**config.mk**
```make
export PLATFORM = sky130hd
export DESIGN_NAME = freq_sweep_ctrl_flat
export DESIGN_NICKNAME = d
export VERILOG_FILES = /design/src/rtl/freq_sweep_ctrl_if.sv /design/src/rtl/freq_sweep_ctrl.sv /design/src/flat_wrapper.sv
export SDC_FILE = /design/constraint.sdc
export NUM_CORES = 1
export LEC_CHECK = 0
export ABC_AREA = 1
export CAP_MARGIN = 10
export CORE_ASPECT_RATIO = 0.75
export CORE_MARGIN = 3
export CORE_UTILIZATION = 50
export CTS_CLUSTER_SIZE = 40
export DETAILED_ROUTE_END_ITERATION = 6
export PLACE_DENSITY_LB_ADDON = 0.08
export SLEW_MARGIN = 20
export SYNTH_ARGS = -nofsm -noshare
export SYNTH_HDL_FRONTEND = slang
export SYNTH_SLANG_ARGS = --single-unit
```
**constraint.sdc**
```tcl
create_clock -name clk_in -period 4.4 [get_ports clk_in]
set_input_delay 0.88 -clock clk_in [delete_from_list [all_inputs] [get_ports clk_in]]
set_output_delay 0.88 -clock clk_in [all_outputs]
set_load 0.03 [all_outputs]
```
**src/rtl/freq_sweep_ctrl_if.sv**
```systemverilog
// Control/status bundle between a sweep requester and freq_sweep_ctrl.
// Signal names carry the block's pin names so the two sides read the same.
interface freq_sweep_ctrl_if #(
    parameter int ACCUM_LENGTH = 24,
    parameter int DWELL_WIDTH  = 16
);
    logic                    start_in;
    logic                    stop_in;
    logic                    tick_in;
    logic [1:0]              mode_in;
    logic [ACCUM_LENGTH-1:0] f_start_in;
    logic [ACCUM_LENGTH-1:0] f_stop_in;
    logic [ACCUM_LENGTH-1:0] f_step_in;
    logic [DWELL_WIDTH-1:0]  dwell_in;
    logic [ACCUM_LENGTH-1:0] freq_out;
    logic                    freq_upd_out;
    logic                    busy_out;
    logic                    done_out;
    logic                    err_out;

    modport master (
        output start_in, stop_in, tick_in, mode_in, f_start_in, f_stop_in, f_step_in, dwell_in,
        input  freq_out, freq_upd_out, busy_out, done_out, err_out
    );

    modport slave (
        input  start_in, stop_in, tick_in, mode_in, f_start_in, f_stop_in, f_step_in, dwell_in,
        output freq_out, freq_upd_out, busy_out, done_out, err_out
    );
endinterface

```
**src/rtl/freq_sweep_ctrl.sv**
```systemverilog
// Frequency sweep controller: steps a DDS tuning word from start to stop with a
// tick-counted dwell per point, in single-ramp, repeating-ramp or triangle mode.
module freq_sweep_ctrl #(
    parameter int ACCUM_LENGTH = 24,
    parameter int DWELL_WIDTH  = 16
) (
    input logic               clk_in,
    input logic               rst_in,
    freq_sweep_ctrl_if.slave  ctrl_io
);
    typedef enum logic [2:0] {StIdle, StLoad, StDwell, StStep, StDone} state_e;

    state_e                  state_q, state_d;
    logic [ACCUM_LENGTH-1:0] freq_q, freq_d;
    logic                    upd_q, upd_d;
    logic                    err_q, err_d;
    logic [DWELL_WIDTH-1:0]  cnt_q, cnt_d;
    logic                    dir_down_q, dir_down_d;
    logic [1:0]              mode_q, mode_d;
    logic [ACCUM_LENGTH-1:0] fstart_q, fstart_d;
    logic [ACCUM_LENGTH-1:0] fstop_q, fstop_d;
    logic [ACCUM_LENGTH-1:0] fstep_q, fstep_d;
    logic [DWELL_WIDTH-1:0]  dwell_q, dwell_d;

    logic [ACCUM_LENGTH:0]   up_sum;
    logic                    up_fits;
    logic [ACCUM_LENGTH-1:0] dn_val;
    logic                    dn_fits;
    logic [DWELL_WIDTH-1:0]  dwell_eff;
    logic                    cfg_ok;

    // One extra bit on the sum so a step past the top of the range never wraps.
    assign up_sum    = {1'b0, freq_q} + {1'b0, fstep_q};
    assign up_fits   = up_sum <= {1'b0, fstop_q};
    assign dn_val    = freq_q - fstep_q;
    assign dn_fits   = (freq_q >= fstep_q) && (dn_val >= fstart_q);
    assign dwell_eff = (dwell_q == '0) ? DWELL_WIDTH'(1) : dwell_q;
    assign cfg_ok    = (ctrl_io.f_step_in != '0) && (ctrl_io.f_start_in <= ctrl_io.f_stop_in);

    always_comb begin
        state_d    = state_q;
        freq_d     = freq_q;
        upd_d      = 1'b0;
        err_d      = 1'b0;
        cnt_d      = cnt_q;
        dir_down_d = dir_down_q;
        mode_d     = mode_q;
        fstart_d   = fstart_q;
        fstop_d    = fstop_q;
        fstep_d    = fstep_q;
        dwell_d    = dwell_q;

        unique case (state_q)
            StIdle: begin
                if (ctrl_io.start_in) begin
                    if (cfg_ok) begin
                        mode_d   = ctrl_io.mode_in;
                        fstart_d = ctrl_io.f_start_in;
                        fstop_d  = ctrl_io.f_stop_in;
                        fstep_d  = ctrl_io.f_step_in;
                        dwell_d  = ctrl_io.dwell_in;
                        state_d  = StLoad;
                    end else begin
                        err_d = 1'b1;
                    end
                end
            end
            StLoad: begin
                if (ctrl_io.stop_in) begin
                    state_d = StIdle;
                end else begin
                    freq_d     = fstart_q;
                    upd_d      = 1'b1;
                    cnt_d      = dwell_eff;
                    dir_down_d = 1'b0;
                    state_d    = StDwell;
                end
            end
            StDwell: begin
                if (ctrl_io.stop_in) begin
                    state_d = StIdle;
                end else if (ctrl_io.tick_in) begin
                    if (cnt_q <= DWELL_WIDTH'(1)) begin
                        cnt_d   = '0;
                        state_d = StStep;
                    end else begin
                        cnt_d = cnt_q - DWELL_WIDTH'(1);
                    end
                end
            end
            StStep: begin
                if (ctrl_io.stop_in) begin
                    state_d = StIdle;
                end else begin
                    cnt_d   = dwell_eff;
                    state_d = StDwell;
                    if (!dir_down_q) begin
                        if (up_fits) begin
                            freq_d = up_sum[ACCUM_LENGTH-1:0];
                            upd_d  = 1'b1;
                        end else begin
                            case (mode_q)
                                2'b01: begin
                                    freq_d = fstart_q;
                                    upd_d  = 1'b1;
                                end
                                // Triangle: turn around; if that also leaves the range, hold.
                                2'b10: begin
                                    if (dn_fits) begin
                                        freq_d     = dn_val;
                                        upd_d      = 1'b1;
                                        dir_down_d = 1'b1;
                                    end
                                end
                                default: state_d = StDone;
                            endcase
                        end
                    end else if (dn_fits) begin
                        freq_d = dn_val;
                        upd_d  = 1'b1;
                    end else begin
                        dir_down_d = 1'b0;
                        if (up_fits) begin
                            freq_d = up_sum[ACCUM_LENGTH-1:0];
                            upd_d  = 1'b1;
                        end
                    end
                end
            end
            StDone:  state_d = StIdle;
            default: state_d = StIdle;
        endcase
    end

    always_ff @(posedge clk_in) begin
        if (rst_in) begin
            state_q    <= StIdle;
            freq_q     <= '0;
            upd_q      <= 1'b0;
            err_q      <= 1'b0;
            cnt_q      <= '0;
            dir_down_q <= 1'b0;
            mode_q     <= '0;
            fstart_q   <= '0;
            fstop_q    <= '0;
            fstep_q    <= '0;
            dwell_q    <= '0;
        end else begin
            state_q    <= state_d;
            freq_q     <= freq_d;
            upd_q      <= upd_d;
            err_q      <= err_d;
            cnt_q      <= cnt_d;
            dir_down_q <= dir_down_d;
            mode_q     <= mode_d;
            fstart_q   <= fstart_d;
            fstop_q    <= fstop_d;
            fstep_q    <= fstep_d;
            dwell_q    <= dwell_d;
        end
    end

    assign ctrl_io.freq_out     = freq_q;
    assign ctrl_io.freq_upd_out = upd_q;
    assign ctrl_io.err_out      = err_q;
    assign ctrl_io.busy_out     = (state_q == StLoad) || (state_q == StDwell) ||
                                  (state_q == StStep);
    assign ctrl_io.done_out     = (state_q == StDone);
endmodule

```
**src/flat_wrapper.sv**
```systemverilog
// flat-port wrapper written by rule: the top's interface ports become plain ports
module freq_sweep_ctrl_flat 
#(
    parameter int ACCUM_LENGTH = 24,
    parameter int DWELL_WIDTH  = 16
)
  (clk_in, rst_in, ctrl_io_start_in, ctrl_io_stop_in, ctrl_io_tick_in, ctrl_io_mode_in, ctrl_io_f_start_in, ctrl_io_f_stop_in, ctrl_io_f_step_in, ctrl_io_dwell_in, ctrl_io_freq_out, ctrl_io_freq_upd_out, ctrl_io_busy_out, ctrl_io_done_out, ctrl_io_err_out);
  freq_sweep_ctrl_if #(.ACCUM_LENGTH(ACCUM_LENGTH), .DWELL_WIDTH(DWELL_WIDTH)) ctrl_io_i ();
  input logic clk_in;
  input logic rst_in;
  input wire logic [$bits(ctrl_io_i.start_in)-1:0] ctrl_io_start_in;
  input wire logic [$bits(ctrl_io_i.stop_in)-1:0] ctrl_io_stop_in;
  input wire logic [$bits(ctrl_io_i.tick_in)-1:0] ctrl_io_tick_in;
  input wire logic [$bits(ctrl_io_i.mode_in)-1:0] ctrl_io_mode_in;
  input wire logic [$bits(ctrl_io_i.f_start_in)-1:0] ctrl_io_f_start_in;
  input wire logic [$bits(ctrl_io_i.f_stop_in)-1:0] ctrl_io_f_stop_in;
  input wire logic [$bits(ctrl_io_i.f_step_in)-1:0] ctrl_io_f_step_in;
  input wire logic [$bits(ctrl_io_i.dwell_in)-1:0] ctrl_io_dwell_in;
  output wire logic [$bits(ctrl_io_i.freq_out)-1:0] ctrl_io_freq_out;
  output wire logic [$bits(ctrl_io_i.freq_upd_out)-1:0] ctrl_io_freq_upd_out;
  output wire logic [$bits(ctrl_io_i.busy_out)-1:0] ctrl_io_busy_out;
  output wire logic [$bits(ctrl_io_i.done_out)-1:0] ctrl_io_done_out;
  output wire logic [$bits(ctrl_io_i.err_out)-1:0] ctrl_io_err_out;
  assign ctrl_io_i.start_in = ctrl_io_start_in;
  assign ctrl_io_i.stop_in = ctrl_io_stop_in;
  assign ctrl_io_i.tick_in = ctrl_io_tick_in;
  assign ctrl_io_i.mode_in = ctrl_io_mode_in;
  assign ctrl_io_i.f_start_in = ctrl_io_f_start_in;
  assign ctrl_io_i.f_stop_in = ctrl_io_f_stop_in;
  assign ctrl_io_i.f_step_in = ctrl_io_f_step_in;
  assign ctrl_io_i.dwell_in = ctrl_io_dwell_in;
  assign ctrl_io_freq_out = ctrl_io_i.freq_out;
  assign ctrl_io_freq_upd_out = ctrl_io_i.freq_upd_out;
  assign ctrl_io_busy_out = ctrl_io_i.busy_out;
  assign ctrl_io_done_out = ctrl_io_i.done_out;
  assign ctrl_io_err_out = ctrl_io_i.err_out;
  freq_sweep_ctrl #(.ACCUM_LENGTH(ACCUM_LENGTH), .DWELL_WIDTH(DWELL_WIDTH)) u_core (.clk_in(clk_in), .rst_in(rst_in), .ctrl_io(ctrl_io_i));
endmodule
```
# ---- After elaboration in Yosys (flattened, before gate mapping)
# Cells that the tools add are included.
# Widths: inputs -> output; s select.
dict set report word_totals {
  reg_bits 136
  wordCells 98
}
dict set report classes {
  n_addsub 3
  order_cmp 5
  eq_ne 18
  mux 42
  bitwise 2
  n_reduce_logical 17
}
# cell n
set op_table {}
lappend op_table {{$mux 24} 7}
lappend op_table {{$pmux 24 s2} 2}
lappend op_table {{$mux 16} 5}
lappend op_table {{$ge 24x24->1} 2}
lappend op_table {{$pmux 16 s2} 1}
lappend op_table {{$mux 3} 9}
lappend op_table {{$add 24x24->25} 1}
lappend op_table {{$le 25x24->1} 1}
lappend op_table {{$le 24x24->1} 1}
lappend op_table {{$reduce_bool 24->1} 1}
lappend op_table {{$sub 24x24->24} 1}
lappend op_table {{$le 16x1->1 const B} 1}
lappend op_table {{$logic_not 16->1} 1}
lappend op_table {{$sub 16x1->16 const B} 1}
lappend op_table {{$mux 1} 13}
lappend op_table {{$ne 2x2->1 const B} 6}
lappend op_table {{$pmux 3 s4} 1}
lappend op_table {{$reduce_and 4->1} 2}
lappend op_table {{$eq 3x2->1 const B} 2}
lappend op_table {{$pmux 1 s2} 3}
lappend op_table {{$reduce_and 3->1} 2}
lappend op_table {{$reduce_and 6->1} 1}
lappend op_table {{$ne 5x3->1 const B} 1}
lappend op_table {{$ne 4x2->1 const B} 1}
lappend op_table {{other kinds (16)} 21}

# ---- Logic depth before layout (Yosys ltp)
# Gate-level depths: netlist of run 1.
dict set report depth {
  ltp_word 9
  ltp_mapped 32
  depth_no_buf 30
}

# ---- Least setup slack after synthesis of run 1
# No wires, ideal clock.
dict set report synth_timing {
  kind {reg-to-reg}
  start {reg u_core.freq_q[6], in the netlist u_core.ctrl_io.freq_out[6]}
  end {reg u_core.freq_q[12], in the netlist u_core.ctrl_io.freq_out[12]}
  setup_ns 0.115
  t_arrival_ns 3.523
  required_time_ns 4.285
  path_slack_ns 0.762
  path_stages_with_launch 29
  synth_period_minus_slack_ns 3.638
  cell_sequence {dfxtp_1 ha_1 buf_2 nor2_1 inv_1 nor3_1 nand2_1 nand3_1 nand2_1 nand2_1 xor2_1 ha_1 nand2_1 inv_1 nand2_1 inv_1 nand2_1 nand2_1 a21oi_1 o21bai_2 nand2_4 nand2_4 nand3_2 nand2_2 nor2_8 buf_6 nand2_1 nor2_1 nor2_1}
}
dict set report synth_via {
  elab_chain_len 7
  elab_cells_between_ends 18
  cone_classes {add/sub: 2; order compare: 3; eq/ne: 3; mux: 8; reduce/logical: 2}
}
# item line
set synth_lines {}
lappend synth_lines {{from (decl)} freq_sweep_ctrl.sv:14} ;# logic [ACCUM_LENGTH-1:0] freq_q, freq_d;
lappend synth_lines {{from (signal assigned)} freq_sweep_ctrl.sv:150} ;# freq_q <= freq_d;
lappend synth_lines {{$sub 24x24->24} freq_sweep_ctrl.sv:35} ;# assign dn_val = freq_q - fstep_q;
lappend synth_lines {{$ge 24x24->1 / $mux 24 (equally long branches)} {freq_sweep_ctrl.sv:36, freq_sweep_ctrl.sv:109}}
lappend synth_lines {{$logic_and 1x1->1 / $pmux 24 s2 (equally long branches)} {freq_sweep_ctrl.sv:36, freq_sweep_ctrl.sv:102}}
lappend synth_lines {{$mux 24 (on tied branches)} {freq_sweep_ctrl.sv:118, freq_sweep_ctrl.sv:98}}
lappend synth_lines {{$mux 24} freq_sweep_ctrl.sv:97} ;# if (!dir_down_q) begin
lappend synth_lines {{$mux 24} freq_sweep_ctrl.sv:92} ;# if (ctrl_io.stop_in) begin
lappend synth_lines {{$pmux 24 s2} freq_sweep_ctrl.sv:53} ;# unique case (state_q)
# Parallel ways exist; a longest one is shown, timed or not. The select of a mux whose other input is x is not followed.
# A chain may end at the register's enable or synchronous reset.

# ---- Worst setup path after layout of run 1
dict set report layout_timing {
  start {reg u_core.fstep_q[14]}
  end {reg u_core.freq_q[16], in the netlist u_core.ctrl_io.freq_out[16]}
}
dict set report layout_via {
  elab_chain_len 7
  elab_cells_between_ends 18
  cone_classes {add/sub: 2; order compare: 3; eq/ne: 3; mux: 8; reduce/logical: 2}
}
# item line
set layout_lines {}
lappend layout_lines {{from (decl)} freq_sweep_ctrl.sv:22} ;# logic [ACCUM_LENGTH-1:0] fstep_q, fstep_d;
lappend layout_lines {{from (signal assigned)} freq_sweep_ctrl.sv:158} ;# fstep_q <= fstep_d;
lappend layout_lines {{$sub 24x24->24} freq_sweep_ctrl.sv:35}
lappend layout_lines {{$ge 24x24->1 / $mux 24 (equally long branches)} {freq_sweep_ctrl.sv:36, freq_sweep_ctrl.sv:109}}
lappend layout_lines {{$logic_and 1x1->1 / $pmux 24 s2 (equally long branches)} {freq_sweep_ctrl.sv:36, freq_sweep_ctrl.sv:102}}
lappend layout_lines {{$mux 24 (on tied branches)} {freq_sweep_ctrl.sv:118, freq_sweep_ctrl.sv:98}}
lappend layout_lines {{$mux 24} freq_sweep_ctrl.sv:97}
lappend layout_lines {{$mux 24} freq_sweep_ctrl.sv:92}
lappend layout_lines {{$pmux 24 s2} freq_sweep_ctrl.sv:53}
# Parallel ways exist; a longest one is shown, timed or not. The select of a mux whose other input is x is not followed.

==> results of run 1 <==
-- state kept, by name, indices dropped and copies added, names as in the netlist, 2 cells and up --
register	flops
u_core.fstep_q	24
u_core.state_q	3
u_core.ctrl_io.freq_out	24
u_core.cnt_q	16
u_core.fstart_q	24
u_core.fstop_q	24
u_core.mode_q	2
u_core.dwell_q	16
-- through the flow --
stage | area (µm²) | power (mW)
detailed placement | 13600 | 4.55
finish | 14400 | 6.23
global placement | 13600 | 4.52
floorplan | 11800 | 3.44
CTS | 14200 | 6.04
global route | 14400 | 6.60
-- cell usage in the layout, fill, tap and decap left out, types with 4 or more instances in the layout --
cell,n
nand2_1,408
clkdlybuf4s50_1,122
a21oi_1,205
clkinv_2,4
nand3b_1,4
clkbuf_16,18
buf_12,4
ha_1,111
nor4_1,11
inv_1,266
nor2_2,8
nand4_1,34
nand3_1,109
xor2_1,30
nor3_1,10
dfxtp_1,134
nor2_1,144
nand3_2,6
buf_4,73
a21oi_2,6
o21a_1,6
o21ai_0,167
ha_2,11
nand2_2,4
o21ai_1,24
nand2_4,4
inv_2,17
nor3_2,5
o21bai_1,18
-- routing by layer --
metal	up-vias	global-route usage (%)	part of all wire (%)
met4	0	7.85	2.1
met1	6027	53.9	48
met5	-	0	0
met2	724	44.9	38
li1	6414	-	-
met3	62	8.50	12
-- kinds of logic after synthesis --
logic type	count (synthesis)	share of synthesized area (%)
and+or+nand+nor	765	28.1
AOI/OAI and AO/OA	449	20.3
buffers and inverters	362	12.3
DFF	136	23.1
adders and majority gates	126	13.5
xor gates and xnor gates	35	2.60
-- power groups by stage --
stage	registers, mW	clock network, mW	logic (mW)
floorplan	1.49	0	1.96
detailed placement	1.47	0	3.08
global placement	1.47	0	3.05
finish	1.45	1.48	3.29
global route	1.47	1.53	3.61
CTS	1.45	1.48	3.11
-- timing repair --
item / 4_1_cts / 5_1_grt
pin swaps: 1 / 2
endpoints found under the hold margin: 0 / 0
setup buffers: 1 / 5
gates cloned: 0 / 1
resized for setup: 3 / 46
endpoints found under the setup margin: 19 / 25
-- area by class of cell --
type | count | area (µm²) | share of cell area, %
flip-flops and latches | 136 | 2730 | 18.9
inverters | 285 | 1070 | 7.45
clock inverters | 14 | 149 | 1.03
well taps | 294 | 368 | 2.55
repair buffers | 200 | 1870 | 13.0
clock buffers | 18 | 429 | 2.98
multi-input cells | 1375 | 7780 | 54.0
-- worst max-delay path, stage by stage, from the launching register on --
cell	delay, ns
dfxtp_1	0.34
inv_1	0.08
ha_2	0.42
inv_1	0.13
a21oi_2	0.25
o21ai_0	0.20
a21boi_0	0.35
nand4_1	0.14
nand2_1	0.24
inv_1	0.08
ha_1	0.29
nand2_1	0.05
nor2_1	0.09
nand3_1	0.10
nor2_1	0.12
nand4_1	0.13
o21bai_2	0.18
nand2_4	0.08
nand2_4	0.12
buf_12	0.20
nand2_1	0.07
nand3_1	0.06
nand2_1	0.11
inv_1	0.08
nor2_1	0.06
nor2_1	0.16
-- worst paths after layout --
path,from,end,cells past startpoint
worst max register to register,u_core.fstep_q[14],u_core.ctrl_io.freq_out[16],25
worst min register to register,u_core.fstop_q[0],u_core.fstop_q[0],2
worst max-delay path,u_core.fstep_q[14],u_core.ctrl_io.freq_out[16],25
worst min-delay path,u_core.fstop_q[0],u_core.fstop_q[0],2
==> impl_metrics.py, run 1 <==
metrics = {
    "status": {
        "run_status": "finished, violations left",
        "violations": "design-rule violations",
    },
    "pwr": {
        "peakVddDrop_mv": 0.309,
        "power_density_nw_per_um2": 432,
        "seqPwrFrac_pct": 23.3,
        "switching_share_pct": 45.8,
        "power_frac_comb_pct": 52.9,
        "share_clk_of_total_power_pct": 23.8,
        "switching_power_mw": 2.85,
        "cellLeakagePower_nw": 7.03,
        "internal_power_mw": 3.37,
    },
    "yosys": {
        "ys_warn_count": 0,
        "mapped_nets": 2094,
        "synth_top_area_cell": "dfxtp_1",
        "post_synth.cell_area_avg_um2": 6.28,
        "synth_edf_count": 0,
        "synthFlopType": "dfxtp_1",
        "synth.top_cells.by_area": "dfxtp_1 23%, ha_1 13%, nand2_1 13%",
        "ys_ff_latch": 136,
        "synth.most_common_cell": "nand2_1",
        "yosys-top-cells-count": "409 x nand2_1, 267 x inv_1, 210 x a21oi_1",
        "post_synth_instance_area_um2": 11800,
        "syn-instance-count": 1873,
        "asyncSetResetFlopFracSynth_pct": 0,
        "synth.yosys.seq_area_share_pct": 23.1,
        "netlist.area_leader.share_pct": 23.1,
        "post_synth_num_cell_types": 51,
    },
    "timing": {
        "worst_pin_slew_ns": 0.927,
        "setup_viol": 0,
        "clock.fmax_ghz": 0.237,
        "relative_slew_slack_pct": 37.8,
        "holdWs_ns": 0.462,
        "post-route-period-util_pct": 96.1,
        "timing.final.hold_violations": 0,
        "finalCriticalPeriod_ns": 4.23,
        "timing.clock.skew_ns": 0.0132,
        "postLayoutSetupSlackWorst_ns": 0.173,
        "totalNegativeSetupSlack_ns": 0,
        "timing.final.max_slew_violations": 0,
    },
    "place": {
        "place_inst": 2283,
        "pre_cts_slack_ns": -0.0910,
        "dp_hpwl_mm": 34.9,
        "gpl.final_weighted_congestion": 1.08,
        "number_of_port_buffers": 122,
    },
    "cells_and_area": {
        "instances_no_fill": 2322,
        "postLayoutCoreUtil_pct": 63.8,
        "finalNetCount": 2236,
        "n_fill_cell": 2176,
        "drive_above_1_share_pct": 9.62,
        "area_growth_syn_to_layout_pct": 22.3,
        "antenna-diode-count": 0,
    },
    "floorplan": {
        "core.rowCount": 47,
        "ioPinCount": 123,
        "coreArea_um2": 22600,
        "start_util_pct": 52.1,
        "chipHeight_um": 139,
        "die_width_um": 183,
        "die_area_um2": 25400,
    },
    "clock_network": {
        "clock_path_buffers": 2,
        "cts.hold.buffers_added": 0,
        "clock-root-buffer": "clkbuf_16",
        "clock_buffers_created_by_tritoncts": 17,
        "clk_pin_slew_worst_paths_ns": 0.06,
        "ctsHtreeMaxLevel": 4,
        "cts_tree": "built",
        "clock_latency_on_the_worst_skew_pair_ns": 0.44,
        "tritoncts_num_sinks": 136,
    },
    "drt": {
        "via_per_inst": 5.70,
        "drt_pre_antenna_iters": 7,
        "vias": 13200,
        "drt-initial-drc-count": 1328,
        "wirelength_mm": 44.2,
        "avgRoutedWirePerCell_um": 19.0,
        "antenna_left": 0,
        "drc": 17,
    },
    "grt": {
        "maximum_number_of_pins_on_one_net_before_global_route_repair": 121,
        "overflow_left_after_global_routing": 0,
        "grt_pass1_vias": 11900,
        "antenna_found_initial": 0,
        "grt_pass1_wl_mm": 67.4,
        "grtUsageTotal_pct": 33.9,
    },
    "worst_setup_path": {
        "timing.setup.critical_path_class": "flop to flop",
        "worstPathRequired_ns": 4.75,
        "cp_max_fo": 29,
        "timing.critical_path.arrival_ns": 4.58,
        "critPathLaunchType": "flop",
        "rrSetupSlack_ns": 0.17,
        "critical_path.endpoint_type": "flop",
    },
    "run": {
        "timing.max_cap.violations": 0,
    },
    "worst_hold_path": {
        "class_of_the_tightest_hold_or_removal_check": "flop to flop",
    },
}
Note: power is estimated with default switching activity, not from simulation.
==> inputs of run 2 (changes only) <==
Settings changed: CORE_ASPECT_RATIO 0.75 to unset, CTS_BUF_LIST set to sky130_fd_sc_hd__clkbuf_8 sky130_fd_sc_hd__clkbuf_16, CTS_CLUSTER_SIZE 40 to unset.
==> run 2 against run 1 <==
The flow now finishes without violations. Cell area rose by 1.7%. Critical path depth is 1 higher. Critical endpoint is now u_core.ctrl_io.freq_out[15]. Hold slack worse by 0.0053 ns. Largest power group unchanged.
==> impl_metrics.py, run 2 (synthesis gave the netlist of run 1 again) <==
metrics = {
    "worst_setup_path": {
        "cp_max_fo": 15,
        "timing.rr.start": "u_core.ctrl_io.freq_out[0]",
        "critical-path-max-stage-delay_ns": 0.42,
        "critPathLaunchType": "flop",
        "critical_path.endpoint_type": "flop",
        "timing.critical_path.arrival_ns": 4.46,
        "critical-path-top-delay-family": "simple AND/OR/NAND/NOR gates",
        "rrSetupSlack_ns": 0.27,
        "worstPathRequired_ns": 4.73,
        "crit_path_top_delay_cell": "fa_2",
        "critical_path.most_common_cell": "nand2_1",
        "worst-path-stages": 26,
        "reg2reg_to": "u_core.ctrl_io.freq_out[15]",
        "cp_num_buf_inv": 4,
        "timing.setup.critical_path_class": "flop to flop",
        "worstRegToRegCells": 26,
    },
    "place": {
        "number_of_port_buffers": 122,
        "dp_hpwl_mm": 33.8,
        "pre_cts_slack_ns": -0.267,
        "gpl.final_weighted_congestion": 1.06,
    },
    "timing": {
        "postLayoutSetupSlackWorst_ns": 0.272,
        "timing.clock.skew_ns": 0.0121,
        "finalCriticalPeriod_ns": 4.13,
        "timing.final.hold_violations": 0,
        "post-route-period-util_pct": 93.8,
        "timing.final.max_slew_violations": 0,
        "relative_slew_slack_pct": 43.7,
        "worst_pin_slew_ns": 0.842,
        "setup_viol": 0,
        "holdWs_ns": 0.457,
        "clock.fmax_ghz": 0.242,
    },
    "drt": {
        "via_per_inst": 5.53,
        "avgRoutedWirePerCell_um": 18.0,
        "wirelength_mm": 42.4,
        "drc": 0,
        "antenna_left": 0,
        "drt_pre_antenna_iters": 6,
        "vias": 13000,
        "drt-initial-drc-count": 1210,
    },
    "status": {
        "run_status": "complete, no violations",
    },
    "grt": {
        "grt_pass1_vias": 12000,
        "grt_pass1_wl_mm": 65.3,
        "overflow_left_after_global_routing": 0,
        "antenna_found_initial": 0,
        "maximum_number_of_pins_on_one_net_before_global_route_repair": 103,
        "grtUsageTotal_pct": 32.3,
    },
    "pwr": {
        "peakVddDrop_mv": 0.254,
        "power_density_nw_per_um2": 422,
        "cellLeakagePower_nw": 7.10,
        "total_power_mw": 6.18,
    },
    "clock_network": {
        "ctsHtreeMaxLevel": 4,
        "clk_pin_slew_worst_paths_ns": 0.07,
        "clock-root-buffer": "clkbuf_16",
        "clock_latency_on_the_worst_skew_pair_ns": 0.44,
        "clock_buffers_created_by_tritoncts": 17,
        "cts_tree": "built",
        "cts.hold.buffers_added": 0,
        "tritoncts_num_sinks": 136,
        "clock_path_buffers": 2,
    },
    "floorplan": {
        "die_area_um2": 25400,
        "chipHeight_um": 159,
        "coreArea_um2": 22900,
        "die_width_um": 159,
        "start_util_pct": 51.4,
        "core.rowCount": 55,
        "ioPinCount": 123,
    },
    "worst_hold_path": {
        "min_path_cells": 2,
        "timing.hold.worst_endpoint": "u_core.fstop_q[0]",
        "min-delay-start": "u_core.fstop_q[0]",
        "class_of_the_tightest_hold_or_removal_check": "flop to flop",
    },
    "cells_and_area": {
        "layout.cells.most_common_list": "406 x nand2_1, 266 x inv_1, 206 x a21oi_1, 167 x o21ai_0, 144 x nor2_1",
        "drive_above_1_share_pct": 10.7,
        "layout_commonest_cell": "nand2_1",
        "area_growth_syn_to_layout_pct": 24.4,
        "n_fill_cell": 2237,
        "antenna-diode-count": 0,
        "finalNetCount": 2248,
    },
    "run": {
        "timing.max_cap.violations": 0,
    },
}
[run 2: cell count changes in the layout (fill, tap and decap cells not counted), sizes merged]
cell / before / now
clkbuf: 19 / 18
buf: 77 / 89
clkinv: 6 / 4
clkinvlp: 3 / 2
bufinv: 2 / 0
inv: 288 / 294
[run 2: worst max path at each step]
stage,slack (ns),startpoint,to
6_report,0.27,u_core.ctrl_io.freq_out[0],u_core.ctrl_io.freq_out[15]
4_1_cts,0.003,u_core.ctrl_io.freq_out[0],u_core.ctrl_io.freq_out[15]
2_1_floorplan,0.76,u_core.ctrl_io.freq_out[6],u_core.ctrl_io.freq_out[12]
5_1_grt,-0.02,u_core.fstep_q[5],u_core.ctrl_io.freq_out[15]
3_5_place_dp,-0.27,u_core.ctrl_io.freq_out[0],u_core.ctrl_io.freq_out[15]
3_3_place_gp,-0.18,u_core.ctrl_io.freq_out[0],u_core.ctrl_io.freq_out[15]
[run 2: tightest hold or removal path, stage by stage (launching register included)]
cell and delay, ns:
dfxtp_1 0.32, inv_1 0.05, a21oi_1 0.05
[run 2: timing repair]
action / CTS / global route
resized for setup: 5 / 58
setup endpoints to repair: 25 / 26
cloned: 0 / 1
pin swaps: 1 / 5
hold endpoints to repair: 0 / 0
setup buffers: 1 / 3
[run 2: report_power, final]
| part | switching, mW | total (mW) | internal [mW] |
|---|---|---|---|
| Combinational | 2.08 | 3.28 | 1.19 |
| Clock | 0.689 | 1.44 | 0.755 |
| Sequential | 0.0889 | 1.45 | 1.36 |
[run 2: through the flow]
step                util [%]  cell area, µm²  cells  TNS (ns)
floorplan                  -           11800   1873         0
global placement        60.0           13700   2316     -3.78
detailed placement      60.0           13700   2316     -4.63
CTS                     62.6           14400   2349         0
global route            63.9           14600   2353   -0.0839
finish                  63.9           14600   2353         0
[run 2: cell type report]
| class | instances | area, µm² | share of cell area, % |
|---|---|---|---|
| Clock buffer | 17 | 425 | 2.91 |
| Clock inverter | 15 | 150 | 1.03 |
| Inverter | 285 | 1070 | 7.33 |
| Multi-Input combinational cell | 1375 | 7870 | 53.8 |
| Sequential cell | 136 | 2720 | 18.6 |
| Tap cell | 313 | 392 | 2.68 |
| Timing Repair Buffer | 212 | 2000 | 13.7 |
[run 2: layer usage]
layer  routed length [µm]  part of all wire [%]  GRT usage, %  up-vias
met3                 3700                   8.7          6.45       67
met2                18400                    43          49.8      603
met4                 1200                   2.8          11.1        0
met1                19100                    45          44.9     5906
met5                    0                     0             0        -
li1                     -                     -             -     6431
==> inputs of run 3 (changes only) <==
Settings changed: CORE_UTILIZATION 50 to 48.
==> run 3 against run 2 <==
Clock skew up 0.0093 ns. Largest power group unchanged. Worst setup slack got worse by 0.11 ns. Flip-flop and latch count is the same. Count of clock-buffer cells in the layout did not move. Non-clock buffer count grew 7. Fmax decreased by 2.5%. Power is 1.0% higher.
==> impl_metrics.py, run 3 (synthesis gave the netlist of run 1 again) <==
metrics = {
    "floorplan": {
        "ioPinCount": 123,
        "coreArea_um2": 23800,
        "start_util_pct": 49.6,
        "core.rowCount": 56,
        "die_width_um": 163,
        "die_area_um2": 26400,
        "chipHeight_um": 163,
    },
    "worst_setup_path": {
        "critical_path.most_common_cell": "nand2_1",
        "timing.setup.critical_path_class": "flop to flop",
        "cp_max_fo": 17,
        "critical-path-max-stage-delay_ns": 0.38,
        "crit_path_top_delay_cell": "ha_1",
        "worst-path-stages": 25,
        "timing.critical_path.arrival_ns": 4.56,
        "critical_path.endpoint_type": "flop",
        "critical-path-top-delay-family": "simple AND/OR/NAND/NOR gates",
        "cp_num_buf_inv": 5,
        "worstPathRequired_ns": 4.73,
        "worstRegToRegCells": 25,
        "critPathLaunchType": "flop",
    },
    "drt": {
        "avgRoutedWirePerCell_um": 17.4,
        "detailroute.wirelength.met3_mm": 2.87,
        "drc": 0,
        "drt_pre_antenna_iters": 6,
        "detailroute.wirelength.met2_mm": 17.8,
        "antenna_left": 0,
        "topRoutingLayerUsed": "met4",
        "via_per_inst": 5.47,
        "wirelength_met1_mm": 19.4,
        "vias": 12900,
        "wirelength_mm": 41.2,
        "drt-initial-drc-count": 1150,
    },
    "cells_and_area": {
        "layout.cells.most_common_list": "405 x nand2_1, 265 x inv_1, 204 x a21oi_1, 166 x o21ai_0, 142 x nor2_1",
        "finish.instance_area_um2": 14700,
        "postLayoutCoreUtil_pct": 61.8,
        "n_fill_cell": 2295,
        "area_growth_syn_to_layout_pct": 24.8,
        "drive_above_1_share_pct": 10.9,
        "finalNetCount": 2255,
        "layout_commonest_cell": "nand2_1",
        "antenna-diode-count": 0,
    },
    "place": {
        "number_of_port_buffers": 122,
        "dp_hpwl_mm": 32.4,
        "gpl.final_weighted_congestion": 1.02,
        "placement.cell_area_um2": 13800,
    },
    "timing": {
        "finalCriticalPeriod_ns": 4.23,
        "post-route-period-util_pct": 96.2,
        "worst_pin_slew_ns": 1.01,
        "timing.final.hold_violations": 0,
        "timing.final.max_slew_violations": 0,
        "clock.fmax_ghz": 0.236,
        "relative_slew_slack_pct": 32.4,
        "setup_viol": 0,
        "totalNegativeSetupSlack_ns": 0,
        "holdWs_ns": 0.457,
        "timing.clock.skew_ns": 0.0214,
    },
    "clock_network": {
        "cts_tree": "built",
        "clock_buffers_created_by_tritoncts": 17,
        "clock_latency_on_the_worst_skew_pair_ns": 0.44,
        "tritoncts_num_sinks": 136,
        "cts.hold.buffers_added": 0,
        "clk_pin_slew_worst_paths_ns": 0.08,
        "ctsHtreeMaxLevel": 4,
        "clock-root-buffer": "clkbuf_16",
        "clock_path_buffers": 2,
    },
    "pwr": {
        "total_power_mw": 6.24,
        "cellLeakagePower_nw": 7.12,
        "peakVddDrop_mv": 0.267,
        "power_density_nw_per_um2": 425,
    },
    "grt": {
        "grt_pass1_wl_mm": 63.9,
        "maximum_number_of_pins_on_one_net_before_global_route_repair": 109,
        "overflow_left_after_global_routing": 0,
        "grt_pass1_vias": 12000,
        "antenna_found_initial": 0,
        "grtUsageTotal_pct": 30.6,
    },
    "run": {
        "timing.max_cap.violations": 0,
    },
    "worst_hold_path": {
        "min_path_cells": 2,
        "class_of_the_tightest_hold_or_removal_check": "flop to flop",
    },
    "status": {
        "run_status": "complete, no violations",
    },
}
-- run 3: power by group --
group	switching, mW	internal (mW)
sequential	0.0867	1.36
combinational	2.05	1.23
clock	0.731	0.773
total	2.87	3.37
-- run 3: through the flow --
stage          cells  setup slack [ns]
2_1_floorplan   1873             0.762
3_3_place_gp    2330            -0.153
3_5_place_dp    2330            -0.111
4_1_cts         2363            0.0235
5_1_grt         2366          -0.00542
6_report        2366             0.166
-- run 3: worst paths after layout --
check,start,endpoint,slack (ns)
min,u_core.fstop_q[0],u_core.fstop_q[0],0.46
max reg2reg,u_core.fstep_q[19],u_core.ctrl_io.freq_out[8],0.17
max,u_core.fstep_q[19],u_core.ctrl_io.freq_out[8],0.17
min reg2reg,u_core.fstop_q[0],u_core.fstop_q[0],0.46
-- run 3: area by class of cell --
cell class	instances	area, µm²	area share [%]
clock buffer	17	425	2.90
multi-input combinational	1375	7860	53.5
sequential	136	2720	18.5
clock inverter	15	184	1.25
tap	319	399	2.72
inverter	285	1070	7.30
timing repair buffer	219	2020	13.8
-- run 3: worst reg2reg max path, stage by stage, from the launching register on --
cell and delay (ns):
dfxtp_1 0.35, inv_1 0.06, ha_1 0.38, nor2_1 0.18
buf_4 0.14, nand2_1 0.10, nor3_1 0.28, nand4_1 0.17
nand3_1 0.18, xor2_1 0.18, buf_4 0.17, ha_1 0.26
a21oi_1 0.14, o21ai_0 0.09, nand4_1 0.08, nand2_1 0.06
o21bai_2 0.20, nand2_4 0.08, nand2_4 0.08, nand3_1 0.15
inv_2 0.08, nor2_8 0.19, buf_12 0.18, nand2_1 0.12
nor2_4 0.17, nor2_1 0.06
-- run 3: routing by layer --
layer,up-vias,global-route usage [%]
met5,-,0
met4,0,9.15
met3,76,3.87
met2,556,47.3
met1,5867,44.5
li1,6445,-
-- run 3: repair_timing --
| item | CTS | global route |
|---|---|---|
| gates resized for setup | 7 | 58 |
| cloned | 0 | 1 |
| pin swaps | 1 | 3 |
| endpoints found under the setup margin | 4 | 25 |
| setup buffers | 1 | 2 |
